==> src/rtl/comm_pkg.sv <==
// Shared constants and state encoding for the host command framer.
// SOF, command codes and parser states live here.
package comm_pkg;

  localparam logic [7:0] SOF      = 8'h55;
  localparam logic [7:0] CMD_WORK = 8'h01;
  localparam logic [7:0] CMD_PING = 8'h02;
  localparam logic [7:0] CMD_STOP = 8'h03;

  typedef enum logic [1:0] {
    S_IDLE,
    S_CMD,
    S_PAYLOAD,
    S_CSUM
  } state_e;

endpackage

==> src/rtl/comm_timeout_counter.sv <==
// Inter-byte idle timer for the frame parser.
// Pulses expired while idle count sits at timeout_cycles-1.
module comm_timeout_counter #(
  parameter int unsigned timeout_cycles = 750000
) (
  input  logic clk,
  input  logic rst_n,
  input  logic enable,
  input  logic clear,
  output logic expired
);

  localparam logic [23:0] LAST = 24'(timeout_cycles - 1);

  logic [23:0] cnt_q, cnt_d;

  // a byte in the expiry cycle wins over the timeout
  assign expired = enable && !clear && (cnt_q == LAST);

  always_comb begin
    cnt_d = cnt_q + 24'd1;
    if (clear || !enable || expired) cnt_d = '0;
  end

  always_ff @(posedge clk or negedge rst_n) begin
    if (!rst_n) cnt_q <= '0;
    else        cnt_q <= cnt_d;
  end

endmodule

==> src/rtl/comm_frame_parser.sv <==
// UART byte stream framer: SOF/CMD/payload/CSUM with XOR check.
// Emits work word plus stop/ping pulses; drops bad or stalled frames.
module comm_frame_parser
  import comm_pkg::*;
#(
  parameter int unsigned comm_clk_frequency = 75000000,
  parameter int unsigned payload_bytes      = 80,
  parameter int unsigned timeout_cycles     = comm_clk_frequency / 100
) (
  input  logic                       clk,
  input  logic                       rst_n,
  input  logic                       rx_new_byte,
  input  logic [7:0]                 rx_byte,
  output logic [8*payload_bytes-1:0] work_data,
  output logic                       work_valid,
  output logic                       stop_pulse,
  output logic                       ping_pulse,
  output logic                       frame_err,
  output logic                       timeout_err
);

  localparam int W = 8 * payload_bytes;
  localparam logic [6:0] LASTCNT = 7'(payload_bytes - 1);

  state_e       state_q, state_d;
  logic [W-1:0] stg_q, stg_d;
  logic [W-1:0] wd_q, wd_d;
  logic [W+7:0] shf;
  logic [7:0]   xor_q, xor_d;
  logic [7:0]   cmd_q, cmd_d;
  logic [6:0]   cnt_q, cnt_d;
  logic         wv_q, wv_d;
  logic         sp_q, sp_d;
  logic         pp_q, pp_d;
  logic         fe_q, fe_d;
  logic         te_q, te_d;
  logic         tmr_en, tmr_exp;
  logic         is_work, is_short;

  assign tmr_en   = (state_q != S_IDLE);
  assign is_work  = (rx_byte == CMD_WORK);
  assign is_short = (rx_byte == CMD_PING) || (rx_byte == CMD_STOP);
  assign shf      = {rx_byte, stg_q};

  comm_timeout_counter #(
    .timeout_cycles(timeout_cycles)
  ) u_tmo (
    .clk    (clk),
    .rst_n  (rst_n),
    .enable (tmr_en),
    .clear  (rx_new_byte),
    .expired(tmr_exp)
  );

  always_ff @(posedge clk or negedge rst_n) begin
    if (!rst_n) state_q <= S_IDLE;
    else        state_q <= state_d;
  end

  always_comb begin
    state_d = state_q;
    if (tmr_exp) begin
      state_d = S_IDLE;
    end else if (rx_new_byte) begin
      unique case (state_q)
        S_IDLE: if (rx_byte == SOF) state_d = S_CMD;
        S_CMD: begin
          unique case (1'b1)
            is_work:  state_d = S_PAYLOAD;
            is_short: state_d = S_CSUM;
            default:  state_d = S_IDLE;
          endcase
        end
        S_PAYLOAD: if (cnt_q == LASTCNT) state_d = S_CSUM;
        S_CSUM:    state_d = S_IDLE;
        default:   state_d = S_IDLE;
      endcase
    end
  end

  always_comb begin
    stg_d = stg_q;
    wd_d  = wd_q;
    xor_d = xor_q;
    cmd_d = cmd_q;
    cnt_d = cnt_q;
    wv_d  = 1'b0;
    sp_d  = 1'b0;
    pp_d  = 1'b0;
    fe_d  = 1'b0;
    te_d  = 1'b0;
    if (tmr_exp) begin
      te_d  = 1'b1;
      stg_d = '0;
    end else if (rx_new_byte) begin
      unique case (state_q)
        S_CMD: begin
          xor_d = rx_byte;
          cmd_d = rx_byte;
          cnt_d = '0;
          fe_d  = !(is_work || is_short);
        end
        S_PAYLOAD: begin
          stg_d = shf[W+7:8];
          xor_d = xor_q ^ rx_byte;
          cnt_d = cnt_q + 7'd1;
        end
        S_CSUM: begin
          if (rx_byte == xor_q) begin
            unique case (1'b1)
              (cmd_q == CMD_WORK): begin
                wd_d = stg_q;
                wv_d = 1'b1;
              end
              (cmd_q == CMD_PING): pp_d = 1'b1;
              default:             sp_d = 1'b1;
            endcase
          end else begin
            fe_d = 1'b1;
          end
        end
        default: ;
      endcase
    end
  end

  always_ff @(posedge clk or negedge rst_n) begin
    if (!rst_n) begin
      stg_q <= '0;
      wd_q  <= '0;
      xor_q <= '0;
      cmd_q <= '0;
      cnt_q <= '0;
      wv_q  <= 1'b0;
      sp_q  <= 1'b0;
      pp_q  <= 1'b0;
      fe_q  <= 1'b0;
      te_q  <= 1'b0;
    end else begin
      stg_q <= stg_d;
      wd_q  <= wd_d;
      xor_q <= xor_d;
      cmd_q <= cmd_d;
      cnt_q <= cnt_d;
      wv_q  <= wv_d;
      sp_q  <= sp_d;
      pp_q  <= pp_d;
      fe_q  <= fe_d;
      te_q  <= te_d;
    end
  end

  assign work_data   = wd_q;
  assign work_valid  = wv_q;
  assign stop_pulse  = sp_q;
  assign ping_pulse  = pp_q;
  assign frame_err   = fe_q;
  assign timeout_err = te_q;

endmodule
==> config.mk <==
export PLATFORM = sky130hd
export DESIGN_NAME = comm_frame_parser
export DESIGN_NICKNAME = d
export VERILOG_FILES = /design/src/rtl/comm_pkg.sv /design/src/rtl/comm_timeout_counter.sv /design/src/rtl/comm_frame_parser.sv
export SDC_FILE = /design/constraint.sdc
export NUM_CORES = 1
export LEC_CHECK = 0
export CAP_MARGIN = 15
export CORE_MARGIN = 1.5
export CORE_UTILIZATION = 45
export CTS_BUF_LIST = sky130_fd_sc_hd__clkbuf_8
export CTS_CLUSTER_SIZE = 25
export DETAILED_ROUTE_END_ITERATION = 16
export PLACE_DENSITY = 0.65
export SLEW_MARGIN = 20
export SYNTH_ARGS = -nofsm -noshare
export SYNTH_HDL_FRONTEND = slang
export SYNTH_HIERARCHICAL = 1
export SYNTH_SLANG_ARGS = --single-unit
==> constraint.sdc <==
create_clock -name clk -period 5.1 [get_ports clk]
set_input_delay 0.51 -clock clk [delete_from_list [all_inputs] [get_ports clk]]
set_output_delay 0.51 -clock clk [all_outputs]
set_load 0.02 [all_outputs]
==> metrics.md <==
| Metric | Value |
|---|---|
| CP Max Fanout | `64` |
| Die H | `349 µm` |
| Data required time of the worst path | `5.87 ns` |
| Hold Path Class | `in -> async` |
| WL final | `136000 µm` |
| 1st-pass router iterations | `6` |
| WP data arrival | `4.35 ns` |
| CTS Sinks | `1334` |
| Rows | `126` |
| Final Max Tran Viols | `0` |
| GP Congestion | `0.799` |
| Fillers | `9872` |
| Worst r2r path cells | `10` |
| Initial antenna violation count | `3` |
| Final hold violations | `0` |
| Starting Density | `45.5%` |
| VDD IR-drop max | `0.247 mV` |
| Mapped Cells | `4429` |
| Pwr dens | `315 nW/µm²` |
| CP startpoint | `u_tmo/cnt_q[0]` |
| Synth async-reset ratio | `100%` |
| Routed via count | `34800` |
| Worst Skew | `0.0648 ns` |
| Post-cts repair resize count | `0` |
| Synth Cell Area | `53900 µm²` |
| Layout Nets | `5079` |
| Mapped Avg Cell Area | `12.2 µm²` |
| # IOs | `656` |
| Seq/Total Area, Yosys | `61.9%` |
| Ys flop type | `dfrtp_1` |
| CTS clk-pin slew, worst paths | `0.06 ns` |
| Largest net degree at the start of global routing | `204` |
| Layout area overhead | `22.9%` |
| #FFs+latches synth | `1334` |
| Vias in the first global route | `35000` |
| CTS Root Cell | `clkbuf_8` |
| Crit start category | `flop` |
| Most common cell after layout, fill and taps aside | `dfrtp_1` |
| Post-synth net total | `4447` |
| Layout cells sized above 1 | `19.8%` |
| Vias/cell | `5.08` |
| Total track usage | `22.0%` |
| Worst-Margin Slew | `1.12 ns` |
| P_leak | `32.2 nW` |
| Reg-to-reg endpoint | `work_data[7]` |
| RSZ-0062 raised after global routing | `no` |
| Commonest non-fill, non-tap cells in the layout | `dfrtp_1, nand2_1, a21oi_1` |
| Drt wl/cell | `19.8 µm` |
| Maxcap violations | `0` |
| Rel. slew slack | `25.5%` |
| Max Freq | `279 MHz` |
| EDFF count, synth | `0` |
| Worst r2r src | `u_tmo/cnt_q[0]` |
| Worst skew pair latency | `0.90 ns` |
| Tot Pwr | `20.9 mW` |
| # setup viols final | `0` |
| Status | `completed` |
| H-tree lvl count | `4` |
| Reg2Reg Setup Slack | `1.52 ns` |
| Critical path endpoint category | `flop` |
| Ys Warns | `6` |
| CTS tree | `yes` |
| GR Overflow Total | `0` |
| DP HPWL | `86100 µm` |
| Area of the core | `118000 µm²` |
| Global-route wire length before repair | `211000 µm` |
| Die area | `122000 µm²` |
| CTS Buffer Depth | `3` |
| Die width | `349 µm` |
| Library cells used by synthesis | `48` |
| Hold buffer count at cts | `1` |
| Setup repair bufs after CTS | `0` |
| Tcrit/Tclk final | `70.2%` |
| Min Tclk post-route | `3.58 ns` |
| CP Class | `reg -> reg` |
| Inserted Clock Buffers | `214` |
| Initial DRC Count | `2636` |
| Setup TNS Final | `0 ns` |
| DR DRC count | `0` |
| Port bufs | `655` |
| DRT antenna net count | `0` |
how the worst max path moves through the flow:
stage,to,depth (start not counted)
6_report,work_data[7],10
4_1_cts,work_data[7],10
5_1_grt,work_data[7],10
3_3_place_gp,work_data[15],8
2_1_floorplan,work_data[100],11
3_5_place_dp,work_data[7],8
state kept, by name (all words and copies together) (netlist names):
register,cells
xor_q,8
u_tmo/cnt_q,24
stop_pulse,1
stg_q,640
work_valid,1
cnt_q,7
timeout_err,1
work_data,640
frame_err,1
ping_pulse,1
cmd_q,8
state_q,2
stage by stage:
step	instance area [µm²]	hold WS (ns)	util (%)	setup WS, ns	cells
after CTS	66300	0.260	56.0	1.52	6840
after floorplan	53900	0.214	-	2.28	4429
after global placement	61700	0.450	52.1	1.45	6444
after global routing	66300	0.283	56.0	1.26	6843
final	66300	0.255	56.0	1.52	6844
after detailed placement	61700	0.453	52.1	1.43	6444
power by group:
part | internal (mW) | switching [mW] | leakage (nW)
logic | 0.151 | 0.387 | 10.9
clock network | 5.23 | 4.34 | 2.64
registers | 10.7 | 0.0686 | 18.6
critical path, cell delays in order, from the launching register on:
cell and delay (ns):
dfrtp_1 0.36, ha_1 0.23, nand3_1 0.24, nand4b_1 0.31, nor4b_2 0.28, nand3b_1 0.24
nor2_1 0.08, nand4_1 0.22, buf_12 0.42, buf_4 0.57, mux2_2 0.40
logic make-up (layout without fill, tap and decap cells):
logic type               count (synthesis)  after routing  share of synthesized area, %
buffers and inverters                  304           1115                          3.06
XOR/XNOR                                21             21                         0.341
multiplexers                           651            651                          17.8
other                                    0              4                             0
AND/OR/NAND/NOR                       1420           1420                          10.3
AO/OA/AOI/OAI                          692            692                          6.49
adder cells (fa/ha/maj)                  7              7                         0.162
flip-flops                            1334           1334                          61.9
cell type report:
type	instances	area (µm²)	area share, %
well taps	1600	2000	3.02
multi-input cells	2791	18900	28.5
flip-flops and latches	1334	33400	50.4
diodes	4	10.0	0.0151
clock buffers	283	3890	5.88
inverters	6	22.5	0.0340
repair buffers	714	7370	11.1
clock inverters	112	688	1.04
synth_stat cells, drive strengths merged (3+ instances only):
cell type / n / area share, %
o22ai: 8 / 0.093
nand3b: 3 / 0.042
mux2: 648 / 18
a21oi: 662 / 6.2
buf: 84 / 1.5
ha: 7 / 0.16
clkbuf: 214 / 1.5
mux2i: 3 / 0.056
xnor2: 9 / 0.15
nor3: 6 / 0.056
nor2: 40 / 0.28
inv: 6 / 0.042
nand3: 11 / 0.10
nor4: 9 / 0.13
or3: 6 / 0.070
xor2: 12 / 0.19
o21ai: 14 / 0.13
nand2: 1312 / 9.1
or4: 5 / 0.077
dfrtp: 1334 / 62
nand4: 10 / 0.13
o31ai: 3 / 0.042
layer usage:
layer  share of wire, %  vias to the layer above  track usage (%)
li1                   -                    16100                -
met1                 44                    17600             30.5
met2                 46                      908             33.0
met3                6.6                      219             6.00
met4                3.2                        0             8.41
met5                  0                        -                0
(Power assumes the default switching activity.)
